**config.mk**
```make
export PLATFORM = sky130hd
export DESIGN_NAME = cpu_execute
export DESIGN_NICKNAME = d
export VERILOG_FILES = /design/src/rtl/cpu_execute_pkg.sv /design/src/rtl/cpu_execute_divider.sv /design/src/rtl/cpu_execute.sv
export SDC_FILE = /design/constraint.sdc
export NUM_CORES = 2
export LEC_CHECK = 0
export BUFFER_PORTS_ARGS = -buffer_cell sky130_fd_sc_hd__clkbuf_2
export CAP_MARGIN = 10
export CORE_ASPECT_RATIO = 0.6
export CORE_UTILIZATION = 50
export DETAILED_ROUTE_END_ITERATION = 8
export GPL_ROUTABILITY_DRIVEN = 0
export PLACE_DENSITY_LB_ADDON = 0.12
export SLEW_MARGIN = 10
export SYNTH_ARGS = -nofsm -noshare
export SYNTH_HDL_FRONTEND = slang
export SYNTH_HIERARCHICAL = 1
export SYNTH_SLANG_ARGS = --single-unit
```
**constraint.sdc**
```tcl
create_clock -name clk_i -period 25.9 [get_ports clk_i]
set_input_delay 1.295 -clock clk_i [delete_from_list [all_inputs] [get_ports clk_i]]
set_output_delay 1.295 -clock clk_i [all_outputs]
set_load 0.01 [all_outputs]
```
**src/rtl/cpu_execute_pkg.sv**
```systemverilog
// ---------------------------------------------------------------------------
// cpu_execute_pkg
// Shared definitions for the moxie execute stage, also used by decode and
// writeback: ALU opcode encodings, pipeline control bit layout and small
// opcode classification helpers.
// ---------------------------------------------------------------------------
package cpu_execute_pkg;

  localparam int EX_OP_WIDTH = 5;

  // Pipeline control bits travelling with each op.
  localparam int PCB_WIDTH = 4;
  localparam int PCB_WR    = 0;  // write register file
  localparam int PCB_WM    = 1;  // write memory (store)
  localparam int PCB_RM    = 2;  // read memory (load)
  localparam int PCB_HALT  = 3;  // halt request

  localparam logic [EX_OP_WIDTH-1:0] EX_OP_ADD  = 5'd0;
  localparam logic [EX_OP_WIDTH-1:0] EX_OP_SUB  = 5'd1;
  localparam logic [EX_OP_WIDTH-1:0] EX_OP_AND  = 5'd2;
  localparam logic [EX_OP_WIDTH-1:0] EX_OP_OR   = 5'd3;
  localparam logic [EX_OP_WIDTH-1:0] EX_OP_XOR  = 5'd4;
  localparam logic [EX_OP_WIDTH-1:0] EX_OP_NOT  = 5'd5;
  localparam logic [EX_OP_WIDTH-1:0] EX_OP_NEG  = 5'd6;
  localparam logic [EX_OP_WIDTH-1:0] EX_OP_MOV  = 5'd7;
  localparam logic [EX_OP_WIDTH-1:0] EX_OP_ASHL = 5'd8;
  localparam logic [EX_OP_WIDTH-1:0] EX_OP_LSHR = 5'd9;
  localparam logic [EX_OP_WIDTH-1:0] EX_OP_ASHR = 5'd10;
  localparam logic [EX_OP_WIDTH-1:0] EX_OP_MUL  = 5'd11;
  localparam logic [EX_OP_WIDTH-1:0] EX_OP_DIV  = 5'd12;
  localparam logic [EX_OP_WIDTH-1:0] EX_OP_MOD  = 5'd13;
  localparam logic [EX_OP_WIDTH-1:0] EX_OP_UDIV = 5'd14;
  localparam logic [EX_OP_WIDTH-1:0] EX_OP_UMOD = 5'd15;

  // True for the four divider-class opcodes.
  function automatic logic is_div_op(input logic [EX_OP_WIDTH-1:0] op);
    return (op == EX_OP_DIV) || (op == EX_OP_MOD) ||
           (op == EX_OP_UDIV) || (op == EX_OP_UMOD);
  endfunction

  function automatic logic div_is_signed(input logic [EX_OP_WIDTH-1:0] op);
    return (op == EX_OP_DIV) || (op == EX_OP_MOD);
  endfunction

  function automatic logic div_want_rem(input logic [EX_OP_WIDTH-1:0] op);
    return (op == EX_OP_MOD) || (op == EX_OP_UMOD);
  endfunction

endpackage

```
**src/rtl/cpu_execute_divider.sv**
```systemverilog
// ---------------------------------------------------------------------------
// cpu_divider
// Iterative restoring shift-subtract divider, one quotient bit per cycle.
// Signed ops divide magnitudes and fix the signs afterwards (quotient negative
// when operand signs differ, remainder takes the dividend's sign).
// Divide by zero returns quotient 0xFFFFFFFF and remainder = dividend.
// Signed 0x80000000 / -1 falls out of the magnitude path naturally:
// 0x80000000 / 1 with no sign change gives 0x80000000, remainder 0.
//
// Ports:
//   clk_i, rst_i  clock, synchronous active-low reset
//   start         load operands and begin (ignored while abort is high)
//   abort         drop the operation in flight
//   is_signed     signed division
//   want_rem      result is the remainder instead of the quotient
//   a, b          dividend, divisor
//   busy          operation in flight
//   done          result valid this cycle (one cycle, while busy)
//   result        quotient or remainder
// ---------------------------------------------------------------------------
module cpu_divider #(
  parameter int DIV_STEPS = 32
) (
  input  logic        clk_i,
  input  logic        rst_i,
  input  logic        start,
  input  logic        abort,
  input  logic        is_signed,
  input  logic        want_rem,
  input  logic [31:0] a,
  input  logic [31:0] b,
  output logic        busy,
  output logic        done,
  output logic [31:0] result
);

  localparam int CNT_W = $clog2(DIV_STEPS + 1);

  logic [CNT_W-1:0] count;
  logic [31:0]      rem;
  logic [31:0]      quo;
  logic [31:0]      divisor;
  logic [31:0]      dividend;
  logic             neg_q;
  logic             neg_r;
  logic             div_zero;
  logic             rem_sel;

  logic [31:0] mag_a;
  logic [31:0] mag_b;
  logic [32:0] rem_shift;
  logic [32:0] diff;

  assign mag_a = (is_signed && a[31]) ? -a : a;
  assign mag_b = (is_signed && b[31]) ? -b : b;

  // Partial remainder shifted left with the next dividend bit. It is always
  // below 2*divisor, so bit 32 of the difference is a clean "does not fit".
  assign rem_shift = {rem, quo[31]};
  assign diff      = rem_shift - {1'b0, divisor};

  assign done = busy && (count == '0);

  assign result = div_zero ? (rem_sel ? dividend : 32'hFFFF_FFFF)
                : rem_sel  ? (neg_r ? -rem : rem)
                :            (neg_q ? -quo : quo);

  always_ff @(posedge clk_i) begin
    if (!rst_i) begin
      busy     <= 1'b0;
      count    <= '0;
      rem      <= '0;
      quo      <= '0;
      divisor  <= '0;
      dividend <= '0;
      neg_q    <= 1'b0;
      neg_r    <= 1'b0;
      div_zero <= 1'b0;
      rem_sel  <= 1'b0;
    end else if (abort) begin
      busy  <= 1'b0;
      count <= '0;
    end else if (start) begin
      busy     <= 1'b1;
      count    <= CNT_W'(DIV_STEPS);
      rem      <= '0;
      quo      <= mag_a;
      divisor  <= mag_b;
      dividend <= a;
      neg_q    <= is_signed && (a[31] ^ b[31]);
      neg_r    <= is_signed && a[31];
      div_zero <= (b == '0);
      rem_sel  <= want_rem;
    end else if (busy) begin
      if (count != '0) begin
        count <= count - CNT_W'(1);
        if (!diff[32]) begin
          rem <= diff[31:0];
          quo <= {quo[30:0], 1'b1};
        end else begin
          rem <= rem_shift[31:0];
          quo <= {quo[30:0], 1'b0};
        end
      end else begin
        busy <= 1'b0;  // result consumed by the stage this cycle
      end
    end
  end

endmodule

```
**src/rtl/cpu_execute.sv**
```systemverilog
// ---------------------------------------------------------------------------
// cpu_execute
// Execute stage of the moxie pipeline. Performs ALU, shift and multiply ops
// in one cycle, computes load/store effective addresses and registers a
// result bundle for writeback. Divider-class ops use the iterative
// cpu_divider and stall upstream while it runs.
//
// Build option: define CPU_EXECUTE_DIV_EN to include the divider. Without it
// divider-class ops complete in one cycle with a zero result and stall_o is 0.
//
// Ports:
//   clk_i, rst_i             clock, synchronous active-low reset
//   flush_i                  drop the accepted / in-flight op
//   valid_i                  upstream presents an op
//   op_i                     EX_OP_* opcode
//   operand_a_i/operand_b_i  rA, rB-or-immediate
//   offset_i                 load/store displacement
//   register_write_index_i   destination register
//   pipeline_control_bits_i  PCB_* control bits
//   PC_i                     instruction PC
//   stall_o                  upstream must hold (divide in flight)
//   valid_o                  result bundle valid
//   pipeline_control_bits_o  forwarded control bits, zero on bubble
//   register_write_index_o   destination register
//   memory_address_o         operand_a + offset
//   reg_result_o             ALU result
//   mem_result_o             store data (operand_b)
//   PC_o                     instruction PC
// ---------------------------------------------------------------------------
module cpu_execute
  import cpu_execute_pkg::*;
#(
  parameter int DIV_STEPS = 32
) (
  input  logic                   clk_i,
  input  logic                   rst_i,
  input  logic                   flush_i,
  input  logic                   valid_i,
  input  logic [EX_OP_WIDTH-1:0] op_i,
  input  logic [31:0]            operand_a_i,
  input  logic [31:0]            operand_b_i,
  input  logic [31:0]            offset_i,
  input  logic [3:0]             register_write_index_i,
  input  logic [PCB_WIDTH-1:0]   pipeline_control_bits_i,
  input  logic [31:0]            PC_i,
  output logic                   stall_o,
  output logic                   valid_o,
  output logic [PCB_WIDTH-1:0]   pipeline_control_bits_o,
  output logic [3:0]             register_write_index_o,
  output logic [31:0]            memory_address_o,
  output logic [31:0]            reg_result_o,
  output logic [31:0]            mem_result_o,
  output logic [31:0]            PC_o
);

  if (DIV_STEPS < 1 || DIV_STEPS > 32) begin : g_div_steps_check
    $error("cpu_execute: DIV_STEPS must be in 1..32");
  end

  logic [31:0] alu_result;
  logic        issue_single;

  // NOTE: every variable assigned in always_comb gets a default first so no
  // path leaves it unassigned, which would infer a latch.
  always_comb begin
    alu_result = '0;
    case (op_i)
      EX_OP_ADD:  alu_result = operand_a_i + operand_b_i;
      EX_OP_SUB:  alu_result = operand_a_i - operand_b_i;
      EX_OP_AND:  alu_result = operand_a_i & operand_b_i;
      EX_OP_OR:   alu_result = operand_a_i | operand_b_i;
      EX_OP_XOR:  alu_result = operand_a_i ^ operand_b_i;
      EX_OP_NOT:  alu_result = ~operand_a_i;
      EX_OP_NEG:  alu_result = -operand_a_i;
      EX_OP_MOV:  alu_result = operand_b_i;
      EX_OP_ASHL: alu_result = operand_a_i << operand_b_i[4:0];
      EX_OP_LSHR: alu_result = operand_a_i >> operand_b_i[4:0];
      EX_OP_ASHR: alu_result = $unsigned($signed(operand_a_i) >>> operand_b_i[4:0]);
      EX_OP_MUL:  alu_result = operand_a_i * operand_b_i;
      default:    alu_result = '0;  // divider class without divider, unused codes
    endcase
  end

`ifdef CPU_EXECUTE_DIV_EN
  typedef enum logic {ST_IDLE, ST_DIV} state_t;

  state_t      state;
  logic        div_start;
  logic        div_abort;
  logic        div_busy;
  logic        div_done;
  logic        div_finish;
  logic [31:0] div_result;

  // Bundle of the divide op, held until the divider finishes so the visible
  // outputs keep their last value during the stall.
  logic [PCB_WIDTH-1:0] pend_pcb;
  logic [3:0]           pend_index;
  logic [31:0]          pend_addr;
  logic [31:0]          pend_store;
  logic [31:0]          pend_pc;

  assign stall_o      = (state == ST_DIV);
  assign issue_single = valid_i && !flush_i && (state == ST_IDLE) && !is_div_op(op_i);
  assign div_start    = valid_i && !flush_i && (state == ST_IDLE) && is_div_op(op_i);
  assign div_abort    = flush_i && (state == ST_DIV);
  assign div_finish   = div_busy && div_done;

  cpu_divider #(
    .DIV_STEPS (DIV_STEPS)
  ) u_divider (
    .clk_i     (clk_i),
    .rst_i     (rst_i),
    .start     (div_start),
    .abort     (div_abort),
    .is_signed (div_is_signed(op_i)),
    .want_rem  (div_want_rem(op_i)),
    .a         (operand_a_i),
    .b         (operand_b_i),
    .busy      (div_busy),
    .done      (div_done),
    .result    (div_result)
  );

  // NOTE: these holding registers have no reset; they are only read after a
  // divide start has loaded them, so resetting them would add logic for
  // nothing.
  always_ff @(posedge clk_i) begin
    if (div_start) begin
      pend_pcb   <= pipeline_control_bits_i;
      pend_index <= register_write_index_i;
      pend_addr  <= operand_a_i + offset_i;
      pend_store <= operand_b_i;
      pend_pc    <= PC_i;
    end
  end
`else
  assign stall_o      = 1'b0;
  assign issue_single = valid_i && !flush_i;
`endif

  // NOTE: sequential state uses non-blocking assignments so every register
  // samples pre-edge values regardless of statement order.
  always_ff @(posedge clk_i) begin
    if (!rst_i) begin
`ifdef CPU_EXECUTE_DIV_EN
      state <= ST_IDLE;
`endif
      valid_o                 <= 1'b0;
      pipeline_control_bits_o <= '0;
      register_write_index_o  <= '0;
      memory_address_o        <= '0;
      reg_result_o            <= '0;
      mem_result_o            <= '0;
      PC_o                    <= '0;
    end else begin
      // Bubble unless something below completes this edge.
      valid_o                 <= 1'b0;
      pipeline_control_bits_o <= '0;

      if (issue_single) begin
        valid_o                 <= 1'b1;
        pipeline_control_bits_o <= pipeline_control_bits_i;
        register_write_index_o  <= register_write_index_i;
        memory_address_o        <= operand_a_i + offset_i;
        reg_result_o            <= alu_result;
        mem_result_o            <= operand_b_i;
        PC_o                    <= PC_i;
      end

`ifdef CPU_EXECUTE_DIV_EN
      if (flush_i) begin
        state <= ST_IDLE;
      end else begin
        case (state)
          ST_IDLE: if (div_start) state <= ST_DIV;
          ST_DIV: begin
            if (div_finish) begin
              valid_o                 <= 1'b1;
              pipeline_control_bits_o <= pend_pcb;
              register_write_index_o  <= pend_index;
              memory_address_o        <= pend_addr;
              reg_result_o            <= div_result;
              mem_result_o            <= pend_store;
              PC_o                    <= pend_pc;
              state                   <= ST_IDLE;
            end
          end
          default: state <= ST_IDLE;
        endcase
      end
`endif
    end
  end

endmodule
```
==> summary.txt <==
STA
  • Period utilization: between 30% and 40%
  • Clk_skew: 0 ns
  • Fin. Hold Viols: 0
  • RSZ-0062 raised after global routing: false
  • Slew headroom: 11.4%
  • Hold_ws: about 0.45 ns
  • Setup TNS Final: 0 ns
  • Fmax: approximately 110 MHz
  • Fin. max-slew vios: 0
  • Slew @ Worst Pin: about 1.3 ns
  • Min Clock Period, post-route: ~9.5 ns
  • Final setup violation count: 0

Outcome
  • Result of the run: finished with violations
  • Failing checks: DRC

Global routing
  • First-pass GRT wire length: approximately 180 mm
  • Initial antenna violation count: 4
  • Vias in the first global route: approximately 28000
  • Largest net degree at the start of global routing: 77
  • Total grt overflow: 0
  • GRT Util Overall: between 40% and 50%

Clock tree
  • H-Tree Depth: 4
  • Post-CTS Repair Setup Buffers: 0
  • Cts repair resizes: 0
  • Total CTS buffers: 25
  • Clock buffer depth: 3
  • CTS clock-pin slew for the worst setup and hold paths: ~0.050 ns
  • Clk root buf: clkbuf_16
  • CTS sink count: around 140
  • Clk_lat worst skew: 0.49 ns
  • Hold_buf cts: 0
  • CTS tree: yes

Yosys
  • Mapped Nets: between 4000 and 5000
  • YS warnings: 6
  • Flops & latches, synth: between 100 and 150
  • Mapped Area: 29900 sq um
  • Syn Inst Count: ~3700
  • Post-synth cell types: between 80 and 90
  • Post-synth EDFFs: 0
  • Async set-reset flop share out of synthesis: 0%
  • Syn avg cell area: a little over 8 sq um
  • Ys flop type: dfxtp_1
  • Sequential area share after synthesis: 9.17%

Finish
  • Reg area: roughly 2700 sq um
  • Footprint of the multi-input gates: roughly 24000 sq um
  • Layout cells sized above 1: about 12%
  • Nets@finish: approximately 4600
  • Final std cells w/o fill: about 4600
  • Layout Utilization: between 50 and 60%
  • Filler Cells Inserted: ~5600
  • Layout Area Growth over Synthesis: 9.08%

Route
  • Wire per inst: 27.2 um
  • Detailed Route Iter0 Violations: about 4600
  • DRC viols: 21
  • DRT Wirelength: between 100 and 150 mm
  • Vias/cell: around 6.3
  • DR vias: around 29000
  • Drt pass-1 iters: 9
  • Post-route ant nets: 0

Min path
  • Worst min-delay path endpoint: memory_address_o[18]$_SDFFE_PN0P_
  • HP Class: flip-flop to flip-flop
  • Hold path startpoint: memory_address_o[18]$_SDFFE_PN0P_
  • Hold path cells: 2

Floorplanning
  • IO Pins: between 200 and 300
  • Core Footprint: 59100 sq um
  • Chip height: roughly 190 um
  • Die Area: between 60000 and 70000 sq um
  • Die width: 318 um
  • Initial Utilization: ~51%
  • Row cnt: slightly below 70

Place
  • DP HPWL: between 90 and 100 mm
  • DP Cell Count: approximately 4600
  • Port Buffers: 281

Critical path
  • Crit. End Element: flip-flop
  • Required time of the critical path: about 26 ns
  • Worst Path Arrival: 9.89 ns
  • Crit path max fanout: 19
  • Register-to-Register Path Depth: 8
  • Startpoint types: input pin
  • Reg2reg start: reg_result_o[29]$_SDFFE_PN0P_
  • R2r setup slk: 23.48 ns
  • Crit Path Category: input pin to flip-flop
  • Crit Reg-Reg Endpoint: reg_result_o[29]$_SDFFE_PN0P_

Flow run
  • Max-cap check violation count: 0
-- worst max path at each step --
stage	to	start	slack, ns	depth (start not counted)
after floorplan	reg_result_o[31]$_SDFFE_PN0P_	operand_b_i[2]	16.75	29
after global placement	reg_result_o[31]$_SDFFE_PN0P_	operand_b_i[4]	16.30	27
after detailed placement	reg_result_o[31]$_SDFFE_PN0P_	operand_b_i[4]	16.18	27
after CTS	reg_result_o[31]$_SDFFE_PN0P_	operand_b_i[4]	16.67	27
after global routing	reg_result_o[31]$_SDFFE_PN0P_	operand_b_i[4]	16.15	27
final	reg_result_o[31]$_SDFFE_PN0P_	operand_b_i[4]	16.39	27
-- worst max-delay path: stages --
cell      delay [ns]
clkbuf_2        0.41
clkinv_1        0.77
buf_4           0.50
nor2_1          0.16
fa_1            0.43
inv_1           0.08
fa_1            0.42
fa_1            0.48
fa_1            0.55
inv_1           0.05
fa_1            0.51
inv_1           0.06
fa_1            0.53
inv_1           0.05
fa_1            0.49
fa_1            0.42
ha_1            0.36
and3_1          0.21
a221oi_1        0.31
nand2_1         0.17
a311oi_1        0.34
a211o_1         0.27
o21ai_0         0.18
a31oi_1         0.31
xnor2_1         0.15
o221ai_1        0.13
a22o_1          0.23
-- cells in the final DEF (no fill, tap or decap), types with 9 or more instances in the layout --
| master | n |
|---|---|
| a31oi_1 | 18 |
| xor2_1 | 44 |
| dfxtp_1 | 137 |
| or3_1 | 9 |
| xnor2_1 | 141 |
| nor2_1 | 451 |
| nand3_1 | 44 |
| mux2i_1 | 45 |
| a22o_1 | 9 |
| ha_1 | 252 |
| clkbuf_2 | 278 |
| a221oi_1 | 35 |
| nand2_1 | 523 |
| a211oi_1 | 21 |
| clkinv_1 | 17 |
| a21boi_0 | 78 |
| fa_1 | 410 |
| a21o_1 | 45 |
| mux4_2 | 52 |
| o22ai_1 | 14 |
| a211o_1 | 10 |
| buf_4 | 69 |
| and3_1 | 15 |
| nand2b_1 | 12 |
| o2111ai_1 | 11 |
| nor2b_1 | 16 |
| and2_1 | 23 |
| o21ai_0 | 139 |
| a21oi_1 | 144 |
| o211ai_1 | 18 |
| inv_1 | 440 |
| o221ai_1 | 25 |
| o31ai_1 | 15 |
| clkbuf_16 | 25 |
| nor3_1 | 47 |
| a22oi_1 | 34 |
| nand4_1 | 12 |
| o21a_1 | 16 |
-- logic make-up (layout without fill, tap and decap cells) --
| kind of cell | Yosys count | after routing | share of synthesized area [%] |
|---|---|---|---|
| fa+ha+maj | 662 | 662 | 38.0 |
| compound gates | 694 | 694 | 15.7 |
| other cells | 1 | 7 | 0.0125 |
| flops | 137 | 137 | 9.17 |
| buf+inv | 705 | 845 | 9.04 |
| mux | 104 | 104 | 5.69 |
| xor+xnor | 185 | 185 | 5.42 |
| simple gates | 1204 | 1204 | 17.0 |
-- routing by layer --
metal / GRT usage, % / part of all wire, %
met1: 57.6 / 41
met2: 54.6 / 38
met3: 19.7 / 17
met5: 1.67 / 0.23
met4: 13.1 / 4.0
-- per-stage QoR --
step / worst slack (ns) / instance area, sq um
floorplan: 16.75 / 29900
global placement: 16.30 / 31900
detailed placement: 16.18 / 31900
CTS: 16.67 / 32600
global route: 16.15 / 32600
finish: 16.39 / 32600
-- synth_stat cells (8+ instances only) --
library cell / n / area (sq um)
ha_1: 252 / 3150
clkinv_1: 16 / 60.1
and3_1: 15 / 93.8
o22ai_1: 14 / 87.6
xnor2_1: 141 / 1230
nand3_1: 44 / 220
a31oi_1: 18 / 113
o21ai_0: 139 / 696
inv_1: 442 / 1660
nor3_1: 48 / 240
o21a_1: 16 / 120
a21boi_0: 78 / 586
fa_1: 410 / 8210
buf_2: 18 / 90.1
o21bai_1: 8 / 60.1
a21oi_1: 144 / 721
a22oi_1: 34 / 255
buf_1: 44 / 165
nand4_1: 12 / 75.1
dfxtp_1: 137 / 2740
and2_1: 23 / 144
nor4_1: 8 / 50.1
o2111ai_1: 11 / 96.3
a21o_1: 45 / 338
o211ai_1: 18 / 135
clkbuf_1: 171 / 642
a22o_1: 9 / 78.8
mux4_2: 52 / 1170
nor2_1: 454 / 1700
a221oi_1: 35 / 307
mux2i_1: 45 / 450
nand2_1: 523 / 1960
a211o_1: 10 / 87.6
nand2b_1: 13 / 81.3
or3_1: 9 / 56.3
o31ai_1: 15 / 113
nor2b_1: 17 / 106
xor2_1: 44 / 385
o221ai_1: 25 / 219
a211oi_1: 22 / 165
-- flip-flops by register name, indices dropped and copies added (netlist names) --
| register | flops |
|---|---|
| memory_address_o | 32 |
| PC_o | 32 |
| reg_result_o | 32 |
| pipeline_control_bits_o | 4 |
| register_write_index_o | 4 |
| mem_result_o | 32 |
| valid_o | 1 |
-- cell type report --
cell class	instances	area share [%]
clock inverter	2	0.184
clock buffer	31	2.08
tap	781	3.00
antenna	6	0.0460
inverter	465	5.35
timing repair buffer	347	5.85
multi-input combinational	2850	75.1
sequential	137	8.41
Power is not shown: default switching activity piles up to over one toggle a cycle in this logic, so the estimate is an artifact.
